File: src/rtl/fu_sched.sv
// fu_sched: round-robin scheduler sharing one fu (16-bit ALU) among four
// requesters. Grants at most one operation per cycle into registered fu
// inputs. A tag pipeline matched to FU_LAT returns each result with its
// requester ID on a shared response port.
// Optional build macro: FU_SCHED_PRIO_EN gives requester 0 fixed top priority.
// With this macro, requesters 1..3 round-robin among themselves.
module fu_sched #(
  parameter int unsigned DSIZE  = 16,
  parameter int unsigned OPSIZE = 5,
  parameter int unsigned FU_LAT = 1
) (
  input  logic                clk,
  input  logic                rst_n,
  input  logic                sched_en,
  input  logic [3:0]          req_valid,
  input  logic [4*OPSIZE-1:0] req_op,
  input  logic [4*DSIZE-1:0]  req_a,
  input  logic [4*DSIZE-1:0]  req_b,
  output logic [3:0]          req_ready,
  output logic [OPSIZE-1:0]   fu_op,
  output logic [DSIZE-1:0]    fu_a,
  output logic [DSIZE-1:0]    fu_b,
  input  logic [DSIZE-1:0]    fu_f,
  input  logic                fu_z,
  input  logic                fu_n,
  input  logic                fu_c,
  input  logic                fu_v,
  output logic                rsp_valid,
  output logic [1:0]          rsp_id,
  output logic [DSIZE-1:0]    rsp_f,
  output logic [3:0]          rsp_flags,
  output logic                idle
);

  logic [1:0]            last;
  logic [3:0]            rr_valid;
  logic [1:0]            grant_id;
  logic [1:0]            idx;
  logic                  found;
  logic                  hs;
  logic [FU_LAT:0]       tag_vld;
  logic [FU_LAT:0][1:0]  tag_id;

  // Arbitration: search starts at last+1 and wraps. The optional mode pre-empts with requester 0.
  always_comb begin
    rr_valid = req_valid;
    grant_id = '0;
    idx      = '0;
    found    = 1'b0;
`ifdef FU_SCHED_PRIO_EN
    rr_valid[0] = 1'b0;
`endif
    if (sched_en) begin
`ifdef FU_SCHED_PRIO_EN
      if (req_valid[0]) begin
        grant_id = 2'd0;
        found    = 1'b1;
      end
`endif
      for (int unsigned k = 1; k <= 4; k++) begin
        idx = last + 2'(k);
        if (!found && rr_valid[idx]) begin
          grant_id = idx;
          found    = 1'b1;
        end
      end
    end
  end

  // Grant is forced low while reset is asserted so outputs reset immediately
  always_comb begin
    hs        = found & rst_n;
    req_ready = hs ? (4'b0001 << grant_id) : '0;
  end

  // Last-grant pointer; the optional mode tracks only grants to requesters 1..3
  always_ff @(posedge clk or negedge rst_n) begin
    if (!rst_n) begin
      last <= 2'd3;
    end else if (hs) begin
`ifdef FU_SCHED_PRIO_EN
      if (grant_id != 2'd0) last <= grant_id;
`else
      last <= grant_id;
`endif
    end
  end

  // Registered fu inputs load the granted requester's fields and hold otherwise
  always_ff @(posedge clk or negedge rst_n) begin
    if (!rst_n) begin
      fu_op <= '0;
      fu_a  <= '0;
      fu_b  <= '0;
    end else if (hs) begin
      fu_op <= req_op[grant_id*OPSIZE +: OPSIZE];
      fu_a  <= req_a[grant_id*DSIZE +: DSIZE];
      fu_b  <= req_b[grant_id*DSIZE +: DSIZE];
    end
  end

  // Tag pipeline: FU_LAT+1 stages of {vld, id}, shifting every cycle
  always_ff @(posedge clk or negedge rst_n) begin
    if (!rst_n) begin
      tag_vld <= '0;
      tag_id  <= '0;
    end else begin
      tag_vld <= {tag_vld[FU_LAT-1:0], hs};
      tag_id  <= {tag_id[FU_LAT-1:0], grant_id};
    end
  end

  // Response register: capture fu result and flags when the final tag stage is valid
  always_ff @(posedge clk or negedge rst_n) begin
    if (!rst_n) begin
      rsp_valid <= 1'b0;
      rsp_id    <= '0;
      rsp_f     <= '0;
      rsp_flags <= '0;
    end else begin
      rsp_valid <= tag_vld[FU_LAT];
      if (tag_vld[FU_LAT]) begin
        rsp_id    <= tag_id[FU_LAT];
        rsp_f     <= fu_f;
        rsp_flags <= {fu_z, fu_n, fu_c, fu_v};
      end
    end
  end

  // Idle when nothing is in flight and no response is being presented
  always_comb begin
    idle = ~(|tag_vld | rsp_valid);
  end

endmodule

File: config.mk
export PLATFORM = sky130hd
export DESIGN_NAME = fu_sched
export DESIGN_NICKNAME = d
export VERILOG_FILES = /design/src/rtl/fu_sched.sv
export SDC_FILE = /design/constraint.sdc
export NUM_CORES = 1
export LEC_CHECK = 0
export ABC_AREA = 0
export CAP_MARGIN = 10
export CORE_ASPECT_RATIO = 0.6
export CORE_MARGIN = 2
export CORE_UTILIZATION = 38
export DETAILED_ROUTE_END_ITERATION = 6
export PLACE_DENSITY = 0.83
export SYNTH_ARGS = -nofsm -noshare
export SYNTH_HDL_FRONTEND = slang
export SYNTH_SLANG_ARGS = --single-unit
export TNS_END_PERCENT = 100
File: constraint.sdc
create_clock -name clk -period 3.1 [get_ports clk]
set_input_delay 0.31 -clock clk [delete_from_list [all_inputs] [get_ports clk]]
set_output_delay 0.31 -clock clk [all_outputs]
set_load 0.005 [all_outputs]
==> impl_metrics.py <==
metrics = {
    "synthesis": {
        "yosysTopAreaCell": "dfrtp_1",
        "synthCells": 293,
        "synthTopCellsByArea": "dfrtp_1 48%, mux2i_1 11%, o211ai_1 8.3%",
        "syn_avg_cell_area_um2": 11.72,
        "yosysSeqAreaShare": 0.4964,
        "yosysTopAreaCellShare": 0.4810,
        "synth_ff_type": "dfrtp_1",
        "synth_edf_count": 0,
        "synth.distinct_cells": 32,
        "synthArstFlopShare": 1.000,
        "ys_ff_latch": 68,
        "synth_warnings": 0,
        "syn-num-nets": 468,
        "synthesis.area_um2": 3433,
    },
    "final_layout": {
        "antenna_cells": 0,
        "drive_gt1_frac": 0.1170,
        "fin_util": 0.7152,
        "fillers": 601,
        "final_nets": 700,
        "area_growth_syn_to_layout_pct": 80.25,
    },
    "floorplan": {
        "fp-row-count": 26,
        "initial_core_util": 0.3968,
        "die_width_um": 126.7,
        "coreArea_um2": 8653,
        "die_y_um": 77.63,
        "dieArea_um2": 9836,
        "ios": 240,
    },
    "placed_design": {
        "dpl.hpwl_um": 8850,
        "place_congestion": 0.7976,
        "io_buffers": 239,
    },
    "global_route": {
        "grt_max_degree": 69,
        "first_global_vias": 3597,
        "grtUsageMet2": 0.4443,
        "grtUsageTotal": 0.2476,
        "grt_util_met3": 0.08345,
        "overflow": 0,
        "antenna_found_initial": 0,
        "met1_usage": 0.2890,
        "grt_most_used_layer": "met2",
        "grt_pass1_wl_um": 18840,
    },
    "worst_setup_path": {
        "cp-start-kind": "input pin",
        "worstPathArrival_ns": 2.37,
        "cp_slowest_stage_delay_ns": 0.51,
        "end_kind": "primary output",
        "crit_buf_inv": 3,
        "path_class": "input pin to primary output",
        "crit_required_ns": 2.79,
        "critPathMaxFanout": 7,
        "reg2reg_slack_ns": 0.71,
        "path_cells": "clkdlybuf4s50_1, o41ai_2, or2_2, inv_2, and3_4, nor2b_1, clkdlybuf4s50_1",
        "slowest_stage": "o41ai_2",
        "cpLargestDelayFamily": "buffers and inverters",
        "cp_common_cell": "clkdlybuf4s50_1",
    },
    "routing": {
        "drt_wl_total_um": 12120,
        "first_iter_violations": 175,
        "vias": 3394,
        "drc": 0,
        "first_pass_iters": 4,
        "viasPerCell": 5.287,
        "ant_nets": 0,
        "drt-wirelength-per-cell_um": 18.88,
    },
    "timing": {
        "holdWs_ns": 0.2258,
        "tightest_slew_ns": 0.8692,
        "hold_viol_final": 0,
        "timing.final.crit_share": 0.8653,
        "period_needed_ns": 2.682,
        "fmax_ghz": 0.3728,
        "fin_worst_skew_ns": 0.005031,
        "setup_violations": 0,
        "timing.slew.headroom": 0.4206,
        "rsz0062_at_grt": "no",
        "drv_slew": 0,
        "finalSetupTns_ns": 0,
    },
    "cts": {
        "hold_buffers": 0,
        "postCtsSetupRepairBufs": 0,
        "cts_tree": "built",
        "worstSkewPairLatency_ns": 0.33,
        "root_buffer": "clkbuf_16",
        "clock-sinks": 68,
        "cts_buffers": 9,
        "cts-resized-gates": 0,
        "clk_path_buf_depth": 2,
        "htree_levels": 3,
        "clk_pin_slew_ns": 0.05,
    },
    "power_and_ir_drop": {
        "seqPwrFrac": 0.345,
        "combPwrFrac": 0.374,
        "switching_power_mw": 1.035,
        "intPower_mw": 2.513,
        "p_per_area_nw_per_um2": 573.4,
        "ir_worst_vdd_mv": 0.3136,
        "p_leak_nw": 2.519,
        "clockPowerShare": 0.281,
        "p_sw_frac": 0.2917,
    },
    "job": {
        "drv_cap": 0,
    },
    "worst_hold_path": {
        "worstHoldPathType": "input pin to async pin",
    },
    "status": {
        "status": "complete, no violations",
    },
}
cells by family after synthesis:
family                 after synthesis  synth area share
muxes                               59            0.1800
DFF                                 68            0.4964
AOI/OAI and AO/OA                   83            0.2103
and+or+nand+nor                     54           0.06997
buffers and inverters               29           0.04337
final cells by class:
type,instances,area [um^2],area share
Clock buffer,9,225.2,0.03639
Clock inverter,7,67.56,0.01092
Inverter,3,11.26,0.001820
Multi-Input combinational cell,196,1593,0.2574
Sequential cell,68,1704,0.2754
Tap cell,112,140.1,0.02264
Timing Repair Buffer,247,2447,0.3955
synthesized netlist by cell type, types with 2 or more instances:
cell,n
dfrtp_1,66
nand2_1,38
o211ai_1,38
mux2i_1,37
o221ai_1,29
mux2_2,22
buf_2,14
o221ai_2,8
clkbuf_1,5
nand2b_1,4
buf_1,3
nor2_1,3
a21oi_1,2
and3_1,2
buf_4,2
buf_6,2
dfstp_2,2
inv_1,2
path summary, 6_finish.rpt:
| path | from | endpoint | cells after the start |
|---|---|---|---|
| max | req_valid[1] | req_ready[3] | 7 |
| min | rst_n | rsp_f[1]$_DFFE_PN0P_ | 2 |
| max reg2reg | last[0]$_DFFE_PN1P_ | fu_op[4]$_DFFE_PN0P_ | 6 |
| min reg2reg | tag_id[1]$_DFF_PN0_ | tag_id[3]$_DFF_PN0_ | 0 |
| max in group asynchronous | rst_n | fu_b[2]$_DFFE_PN0P_ | 2 |
| min in group clk | tag_id[1]$_DFF_PN0_ | tag_id[3]$_DFF_PN0_ | 0 |
metal layers:
layer / part of all wire / vias up / routed length [um]
met2: 0.51 / 141 / 6183
met1: 0.41 / 1646 / 4971
met5: 0 / - / 0
met3: 0.071 / 12 / 862
li1: - / 1595 / -
met4: 0.0084 / 0 / 102
layout by cell type, fill, tap and decap left out, drive strengths merged, types with 4 or more instances in the layout:
master and count:
o221ai 37, mux2i 37, clkdlybuf4s50 238, clkinv 6, nand2b 4, o211ai 38
mux2 22, nand2 38, dfrtp 66, buf 9, clkbuf 9
per-stage QoR:
stage                     setup WS, ns  cell area, um^2  total power, mW  cells
after floorplan                  1.291             3433            1.772    293
after global placement          0.5070             5896            2.531    626
after detailed placement        0.4519             5896            2.574    626
after CTS                       0.4268             6188            3.590    642
after global routing            0.3549             6188            3.741    642
final                           0.4176             6188            3.548    642
registers in the layout (all words and copies together) (netlist names):
register   count
last           2
tag_vld        2
rsp_valid      1
rsp_f         16
rsp_flags      4
tag_id         4
fu_op          5
rsp_id         2
fu_b          16
fu_a          16
worst reg2reg max path: cells and delay by family (launching register included):
family | cells | cell delay, ns
multiplexers | 1 | 0.31
AND/OR/NAND/NOR | 1 | 0.16
buffers and inverters | 1 | 0.61
AO/OA/AOI/OAI | 3 | 0.61
flip-flops | 1 | 0.58
power by group through the flow:
stage	Clock (mW)	Sequential [mW]	Combinational (mW)
4_1_cts	1.02	1.23	1.34
2_1_floorplan	0	1.24	0.528
3_3_place_gp	0	1.22	1.31
3_5_place_dp	0	1.24	1.33
6_report	0.997	1.23	1.33
5_1_grt	1.05	1.25	1.44
(Power assumes the default switching activity.)
